[config.mk]
export PLATFORM = sky130hd
export DESIGN_NAME = reg_file_sequencer_flat
export DESIGN_NICKNAME = d
export VERILOG_FILES = /design/src/rtl/reg_file_sequencer_if.sv /design/src/rtl/reg_file_sequencer.sv /design/src/flat_wrapper.sv
export SDC_FILE = /design/constraint.sdc
export NUM_CORES = 1
export LEC_CHECK = 0
export ABC_CLOCK_PERIOD_IN_PS = 3400
export BUFFER_PORTS_ARGS = -buffer_cell sky130_fd_sc_hd__buf_2
export CELL_PAD_IN_SITES_DETAIL_PLACEMENT = 1
export CELL_PAD_IN_SITES_GLOBAL_PLACEMENT = 2
export CORE_UTILIZATION = 35
export DETAILED_ROUTE_END_ITERATION = 7
export GPL_TIMING_DRIVEN = 1
export PLACE_DENSITY_LB_ADDON = 0.1
export SLEW_MARGIN = 5
export SYNTH_ARGS = -nofsm -noshare
export SYNTH_HDL_FRONTEND = slang
export SYNTH_SLANG_ARGS = --single-unit
[constraint.sdc]
create_clock -name input_Clock -period 3.4 [get_ports input_Clock]
set_input_delay 0 -clock input_Clock [delete_from_list [all_inputs] [get_ports input_Clock]]
set_output_delay 0 -clock input_Clock [all_outputs]
set_load 0.01 [all_outputs]
[src/rtl/reg_file_sequencer_if.sv]
// Command bus between the instruction source, the sequencer and the 4x8 register file.
// The sequencer side uses the master modport; the source/file side uses slave.
interface reg_file_sequencer_if;
    logic [7:0] in_Instr;
    logic       in_Valid;
    logic       out_Ready;
    logic       rf_Read_Write;
    logic [1:0] rf_Read_Register1;
    logic [1:0] rf_Read_Register2;
    logic [1:0] rf_Write_Register;
    logic [7:0] rf_Write_Data;
    logic [7:0] rf_Read_Data1;
    logic [7:0] rf_Read_Data2;

    modport master (
        input  in_Instr,
        input  in_Valid,
        input  rf_Read_Data1,
        input  rf_Read_Data2,
        output out_Ready,
        output rf_Read_Write,
        output rf_Read_Register1,
        output rf_Read_Register2,
        output rf_Write_Register,
        output rf_Write_Data
    );

    modport slave (
        output in_Instr,
        output in_Valid,
        output rf_Read_Data1,
        output rf_Read_Data2,
        input  out_Ready,
        input  rf_Read_Write,
        input  rf_Read_Register1,
        input  rf_Read_Register2,
        input  rf_Write_Register,
        input  rf_Write_Data
    );
endinterface

[src/rtl/reg_file_sequencer.sv]
// Command-side master for the 4x8 register file: one instruction per handshake,
// sequenced READ -> EXEC -> WRITE with a local 8-bit ADD/SUB/LI/DISP datapath.
module reg_file_sequencer #(
    parameter bit SATURATE = 1'b0
) (
    input  logic                 input_Clock,
    input  logic                 input_Reset,
    reg_file_sequencer_if.master bus,
    output logic [7:0]           out_Display,
    output logic                 out_Overflow,
    output logic                 out_Done
);
    localparam int DATA_W = 8;

    localparam logic [1:0] OP_ADD  = 2'b00;
    localparam logic [1:0] OP_SUB  = 2'b01;
    localparam logic [1:0] OP_LI   = 2'b10;
    localparam logic [1:0] OP_DISP = 2'b11;

    typedef enum logic [1:0] {
        S_IDLE  = 2'b00,
        S_READ  = 2'b01,
        S_EXEC  = 2'b10,
        S_WRITE = 2'b11
    } state_t;

    state_t state;

    // Returns {carry, sum}; the carry is reported even when the sum is clamped.
    function automatic logic [DATA_W:0] add_sat(input logic [DATA_W-1:0] a,
                                                input logic [DATA_W-1:0] b);
        logic [DATA_W:0] sum;
        sum = {1'b0, a} + {1'b0, b};
        if (SATURATE && sum[DATA_W])
            sum[DATA_W-1:0] = '1;
        return sum;
    endfunction

    // Returns {borrow, difference}; bit DATA_W of the extended difference is the borrow.
    function automatic logic [DATA_W:0] sub_sat(input logic [DATA_W-1:0] a,
                                                input logic [DATA_W-1:0] b);
        logic [DATA_W:0] diff;
        diff = {1'b0, a} - {1'b0, b};
        if (SATURATE && diff[DATA_W])
            diff[DATA_W-1:0] = '0;
        return diff;
    endfunction

    // Instruction register: pure data, loaded only on an accepted handshake.
    logic [7:0] instr_p0;

    always_ff @(posedge input_Clock) begin
        if (bus.out_Ready && bus.in_Valid)
            instr_p0 <= bus.in_Instr;
    end

    logic [1:0]              op;
    logic [1:0]              rd;
    logic signed [3:0]       imm;
    logic signed [DATA_W-1:0] imm_ext;

    assign op      = instr_p0[7:6];
    assign rd      = instr_p0[1:0];
    assign imm     = instr_p0[5:2];
    assign imm_ext = {{(DATA_W-4){imm[3]}}, imm};

    // EXEC datapath: read data from the file is valid for this whole state.
    logic [DATA_W-1:0] alu_res;
    logic              alu_ovf;

    always_comb begin
        alu_res = imm_ext;
        alu_ovf = out_Overflow;
        case (op)
            OP_ADD:  {alu_ovf, alu_res} = add_sat(bus.rf_Read_Data1, bus.rf_Read_Data2);
            OP_SUB:  {alu_ovf, alu_res} = sub_sat(bus.rf_Read_Data1, bus.rf_Read_Data2);
            default: ;
        endcase
    end

    // Sequencer FSM; every bus output is registered on the transition into its state.
    always_ff @(posedge input_Clock or posedge input_Reset) begin
        if (input_Reset) begin
            state                 <= S_IDLE;
            bus.out_Ready         <= 1'b1;
            bus.rf_Read_Write     <= 1'b0;
            bus.rf_Read_Register1 <= 2'b00;
            bus.rf_Read_Register2 <= 2'b00;
            bus.rf_Write_Register <= 2'b00;
            bus.rf_Write_Data     <= '0;
            out_Display           <= '0;
            out_Overflow          <= 1'b0;
            out_Done              <= 1'b0;
        end else begin
            out_Done <= 1'b0;
            case (state)
                S_IDLE: begin
                    if (bus.out_Ready && bus.in_Valid) begin
                        state                 <= S_READ;
                        bus.out_Ready         <= 1'b0;
                        bus.rf_Read_Register1 <= bus.in_Instr[5:4];
                        bus.rf_Read_Register2 <= bus.in_Instr[3:2];
                    end
                end
                S_READ: begin
                    state <= S_EXEC;
                end
                S_EXEC: begin
                    bus.rf_Read_Register1 <= 2'b00;
                    bus.rf_Read_Register2 <= 2'b00;
                    if (op == OP_DISP) begin
                        state         <= S_IDLE;
                        out_Display   <= bus.rf_Read_Data1;
                        out_Done      <= 1'b1;
                        bus.out_Ready <= 1'b1;
                    end else begin
                        state                 <= S_WRITE;
                        out_Overflow          <= alu_ovf;
                        bus.rf_Read_Write     <= 1'b1;
                        bus.rf_Write_Register <= rd;
                        bus.rf_Write_Data     <= alu_res;
                    end
                end
                S_WRITE: begin
                    state                 <= S_IDLE;
                    out_Done              <= 1'b1;
                    bus.out_Ready         <= 1'b1;
                    bus.rf_Read_Write     <= 1'b0;
                    bus.rf_Write_Register <= 2'b00;
                    bus.rf_Write_Data     <= '0;
                end
            endcase
        end
    end
endmodule

[src/flat_wrapper.sv]
// flat-port wrapper written by rule: the top's interface ports become plain ports
module reg_file_sequencer_flat 
#(
    parameter bit SATURATE = 1'b0
)
  (input_Clock, input_Reset, out_Display, out_Overflow, out_Done, bus_in_Instr, bus_in_Valid, bus_rf_Read_Data1, bus_rf_Read_Data2, bus_out_Ready, bus_rf_Read_Write, bus_rf_Read_Register1, bus_rf_Read_Register2, bus_rf_Write_Register, bus_rf_Write_Data);
  reg_file_sequencer_if bus_i ();
  input  logic input_Clock;
  input  logic input_Reset;
  output logic [7:0] out_Display;
  output logic out_Overflow;
  output logic out_Done;
  input wire logic [$bits(bus_i.in_Instr)-1:0] bus_in_Instr;
  input wire logic [$bits(bus_i.in_Valid)-1:0] bus_in_Valid;
  input wire logic [$bits(bus_i.rf_Read_Data1)-1:0] bus_rf_Read_Data1;
  input wire logic [$bits(bus_i.rf_Read_Data2)-1:0] bus_rf_Read_Data2;
  output wire logic [$bits(bus_i.out_Ready)-1:0] bus_out_Ready;
  output wire logic [$bits(bus_i.rf_Read_Write)-1:0] bus_rf_Read_Write;
  output wire logic [$bits(bus_i.rf_Read_Register1)-1:0] bus_rf_Read_Register1;
  output wire logic [$bits(bus_i.rf_Read_Register2)-1:0] bus_rf_Read_Register2;
  output wire logic [$bits(bus_i.rf_Write_Register)-1:0] bus_rf_Write_Register;
  output wire logic [$bits(bus_i.rf_Write_Data)-1:0] bus_rf_Write_Data;
  assign bus_i.in_Instr = bus_in_Instr;
  assign bus_i.in_Valid = bus_in_Valid;
  assign bus_i.rf_Read_Data1 = bus_rf_Read_Data1;
  assign bus_i.rf_Read_Data2 = bus_rf_Read_Data2;
  assign bus_out_Ready = bus_i.out_Ready;
  assign bus_rf_Read_Write = bus_i.rf_Read_Write;
  assign bus_rf_Read_Register1 = bus_i.rf_Read_Register1;
  assign bus_rf_Read_Register2 = bus_i.rf_Read_Register2;
  assign bus_rf_Write_Register = bus_i.rf_Write_Register;
  assign bus_rf_Write_Data = bus_i.rf_Write_Data;
  reg_file_sequencer #(.SATURATE(SATURATE)) u_core (.input_Clock(input_Clock), .input_Reset(input_Reset), .bus(bus_i), .out_Display(out_Display), .out_Overflow(out_Overflow), .out_Done(out_Done));
endmodule
==> results_dict.tcl <==
set metrics [dict create \
    cpPeakStageDelay_ns 0.53 \
    reg2reg_depth 3 \
    end_kind "register" \
    numCtsBuffers 5 \
    slew_headroom_pct 59.8 \
    clock_path_buffers 2 \
    fin_crit_ns 1.94 \
    numPortBuffers 52 \
    fin_util_pct 46.0 \
    synth_top_family_by_area "compound AO/OA/AOI/OAI gates" \
    rsz0062_at_grt "no" \
    yosysTopAreaCell "dfrtp_1" \
    syn_area_um2 2150 \
    power_density_nw_per_um2 672 \
    yosys.area.top_type_share_pct 31.4 \
    die_h_um 80.4 \
    die_x_um 80.4 \
    synth-seq-cells 36 \
    clkLatencyLatePin_ns 0.29 \
    synth_flop_cell "dfrtp_1" \
    synth_fa_ha_area_share_pct 11.8 \
    start_util_pct 36.3 \
    max_freq_mhz 515 \
    irDropWorstVdd_mv 0.347 \
    cap_violations 0 \
    cts_max_level 2 \
    fill_cells 689 \
    grt_pass1_vias 1824 \
    synthArstFlopShare_pct 77.8 \
    crit_path_end "u_core.bus.rf_Write_Data[5]" \
    grt_max_degree 29 \
    cts_sinks 36 \
    status "finished clean" \
    dp.cells 337 \
    core_area_um2 5920 \
    pre_cts_ws_ns 1.52 \
    reg2reg_to "u_core.out_Display[1]" \
    antenna_found_initial 0 \
    worstMarginPinSlew_ns 0.603 \
    synthXorXnorAreaFrac_pct 2.04 \
    muxShareOfSynthArea_pct 4.13 \
    path_clk_slew_ns 0.08 \
    regArea_um2 942 \
    syn_nets 265 \
    place_congestion 0.733 \
    die-area_um2 6460 \
    synth.most_common_cell "dfrtp_1" \
    r2r_setup_slack_ns 1.51 \
    yosys-top-cells-area "dfrtp_1 31%, edfxtp_1 11%, ha_1 9.9%" \
    worstPathArrival_ns 2.12 \
    finalSetupTns_ns 0 \
    io_pins 53 \
    yosys.area_share.simple_pct 10.0 \
    avgSynthCellArea_um2 9.82 \
    crit_fanout 7 \
    area_delta_synth_final_pct 26.8 \
    final_cells 360 \
    rows 28 \
    p_leak_uw 0.00126 \
    viasPerCell 5.00 \
    post-route-period-util_pct 57.1 \
    path_class "in -> reg" \
    report.final.slew_viol_count 0 \
    cts_tree "built" \
    yosysUniqueCellTypes 46 \
    synth_compound_area_share_pct 22.5 \
    hold_class "in -> reg" \
    grt_overflow 0 \
    finalSetupViolations 0 \
    grt_pass1_wl_mm 9.10 \
    required_ns 3.58 \
    syn_inst 219 \
    drt-pass1-iter-count 4 \
    hold_viol 0 \
    ys_top_cells_by_count "27 x dfrtp_1, 21 x nand2_1, 19 x inv_1" \
    rr_startpoint "u_core.instr_p0[6]" \
    cp_cell_sequence "dlygate4sd3_1 -> buf_2 -> ha_1 -> a221oi_2 -> o21bai_1 -> a31oi_1 -> xor2_1 -> o21ai_1" \
    drt-initial-drc-count 58 \
    cts_root_buf "clkbuf_8" \
    dp_hpwl_mm 4.06 \
    wl_per_cell_um 15.5 \
    ys.warnings.count 0 \
    multi_input_area_um2 1080 \
    fin_ws_ns 1.46 \
    drt_wl_total_mm 5.59 \
    slowest_stage "dlygate4sd3_1" \
    gr-usage-all-layers_pct 19.0 \
    total_power_uw 1830 \
    worstSetupStartpointType "input pin" \
    layout-drive-gt1-share_pct 26.7 \
    num_antenna_cells 0 \
    fin_worst_skew_ns 0.00399 \
    nNetsFinal 330 \
    yosysSeqAreaShare_pct 43.8 \
    ant_nets 0 \
    synth-edff-count 8 \
    cts_setup_buffers 0 \
    crit_start "bus_rf_Read_Data1[2]" \
    vias 1801 \
    route.detailed.drc 0 \
]
## worst max-delay path, delay by kind of cell
kind,cells,cell delay (ns)
AOI/OAI and AO/OA,4,0.82
xor gates and xnor gates,1,0.26
adders and majority gates,1,0.38
buffers and inverters,2,0.67
## sequential cells by signal, summed over array words and instances, names as in the netlist
name,flops
u_core.out_Done,1
u_core.bus.rf_Read_Write,1
u_core.state,2
u_core.instr_p0,8
u_core.bus.rf_Read_Register2,2
u_core.bus.out_Ready,1
u_core.bus.rf_Write_Data,8
u_core.out_Display,8
u_core.out_Overflow,1
u_core.bus.rf_Read_Register1,2
u_core.bus.rf_Write_Register,2
## cell families (layout without fill, tap and decap cells)
kind of cell | count (synthesis) | count (layout)
and+or+nand+nor | 49 | 49
buffers and inverters | 30 | 96
DFF | 36 | 36
adders and majority gates | 19 | 19
muxes | 8 | 8
xor gates and xnor gates | 5 | 5
AOI/OAI and AO/OA | 72 | 72
## worst min path at each step
stage | slack, ns | depth (start not counted) | from | to
3_5_place_dp | 0.11 | 3 | input_Reset | u_core.bus.rf_Read_Register2[0]
5_1_grt | 0.06 | 2 | bus_rf_Read_Data1[1] | u_core.out_Display[1]
6_report | 0.04 | 3 | bus_rf_Read_Data1[0] | u_core.out_Display[0]
4_1_cts | 0.04 | 3 | bus_rf_Read_Data1[0] | u_core.out_Display[0]
3_3_place_gp | 0.10 | 3 | input_Reset | u_core.bus.rf_Read_Register2[0]
2_1_floorplan | 0.06 | 1 | input_Reset | u_core.bus.rf_Read_Register1[0]
## layout by cell type, fill, tap and decap left out, drive strengths merged, types with 4 or more instances in the layout
master,n
dfrtp,27
o2bb2ai,4
clkbuf,5
o21ai,23
mux2,7
nor2,14
a21oi,16
dlygate4sd3,15
buf,53
a22oi,10
nand2,22
inv,20
nand2b,4
edfxtp,8
ha,17
## stage by stage
step,hold slack [ns],cell area (µm²)
6_report,0.0434,2730
5_1_grt,0.0645,2730
4_1_cts,0.0401,2730
3_5_place_dp,0.111,2460
3_3_place_gp,0.102,2460
2_1_floorplan,0.0647,2150
## what timing repair did
action                                  in CTS  in global routing
hold buffers                                15                  0
endpoints found under the setup margin       0                  0
hold endpoints to repair                    41                  0
gates resized for setup                      0                  0
## layer usage
| metal | GRT usage (%) | part of all wire [%] |
|---|---|---|
| met3 | 3.41 | 3.0 |
| met5 | 0 | 0 |
| met2 | 31.5 | 48 |
| met1 | 24.8 | 48 |
| met4 | 6.25 | 1.0 |
## power breakdown
part	leakage [µW]	switching (µW)	internal, µW
registers	0.000416	146	615
logic	0.000792	373	309
clock network	0.0000541	172	217
total	0.00126	691	1140
## area by class of cell
cell class / count / share of cell area, %
Clock inverter: 3 / 1.56
Multi-Input combinational cell: 153 / 39.8
Timing Repair Buffer: 68 / 15.3
Sequential cell: 36 / 34.6
Clock buffer: 5 / 2.53
Tap cell: 75 / 3.44
Inverter: 20 / 2.75
(Power assumes the default switching activity.)
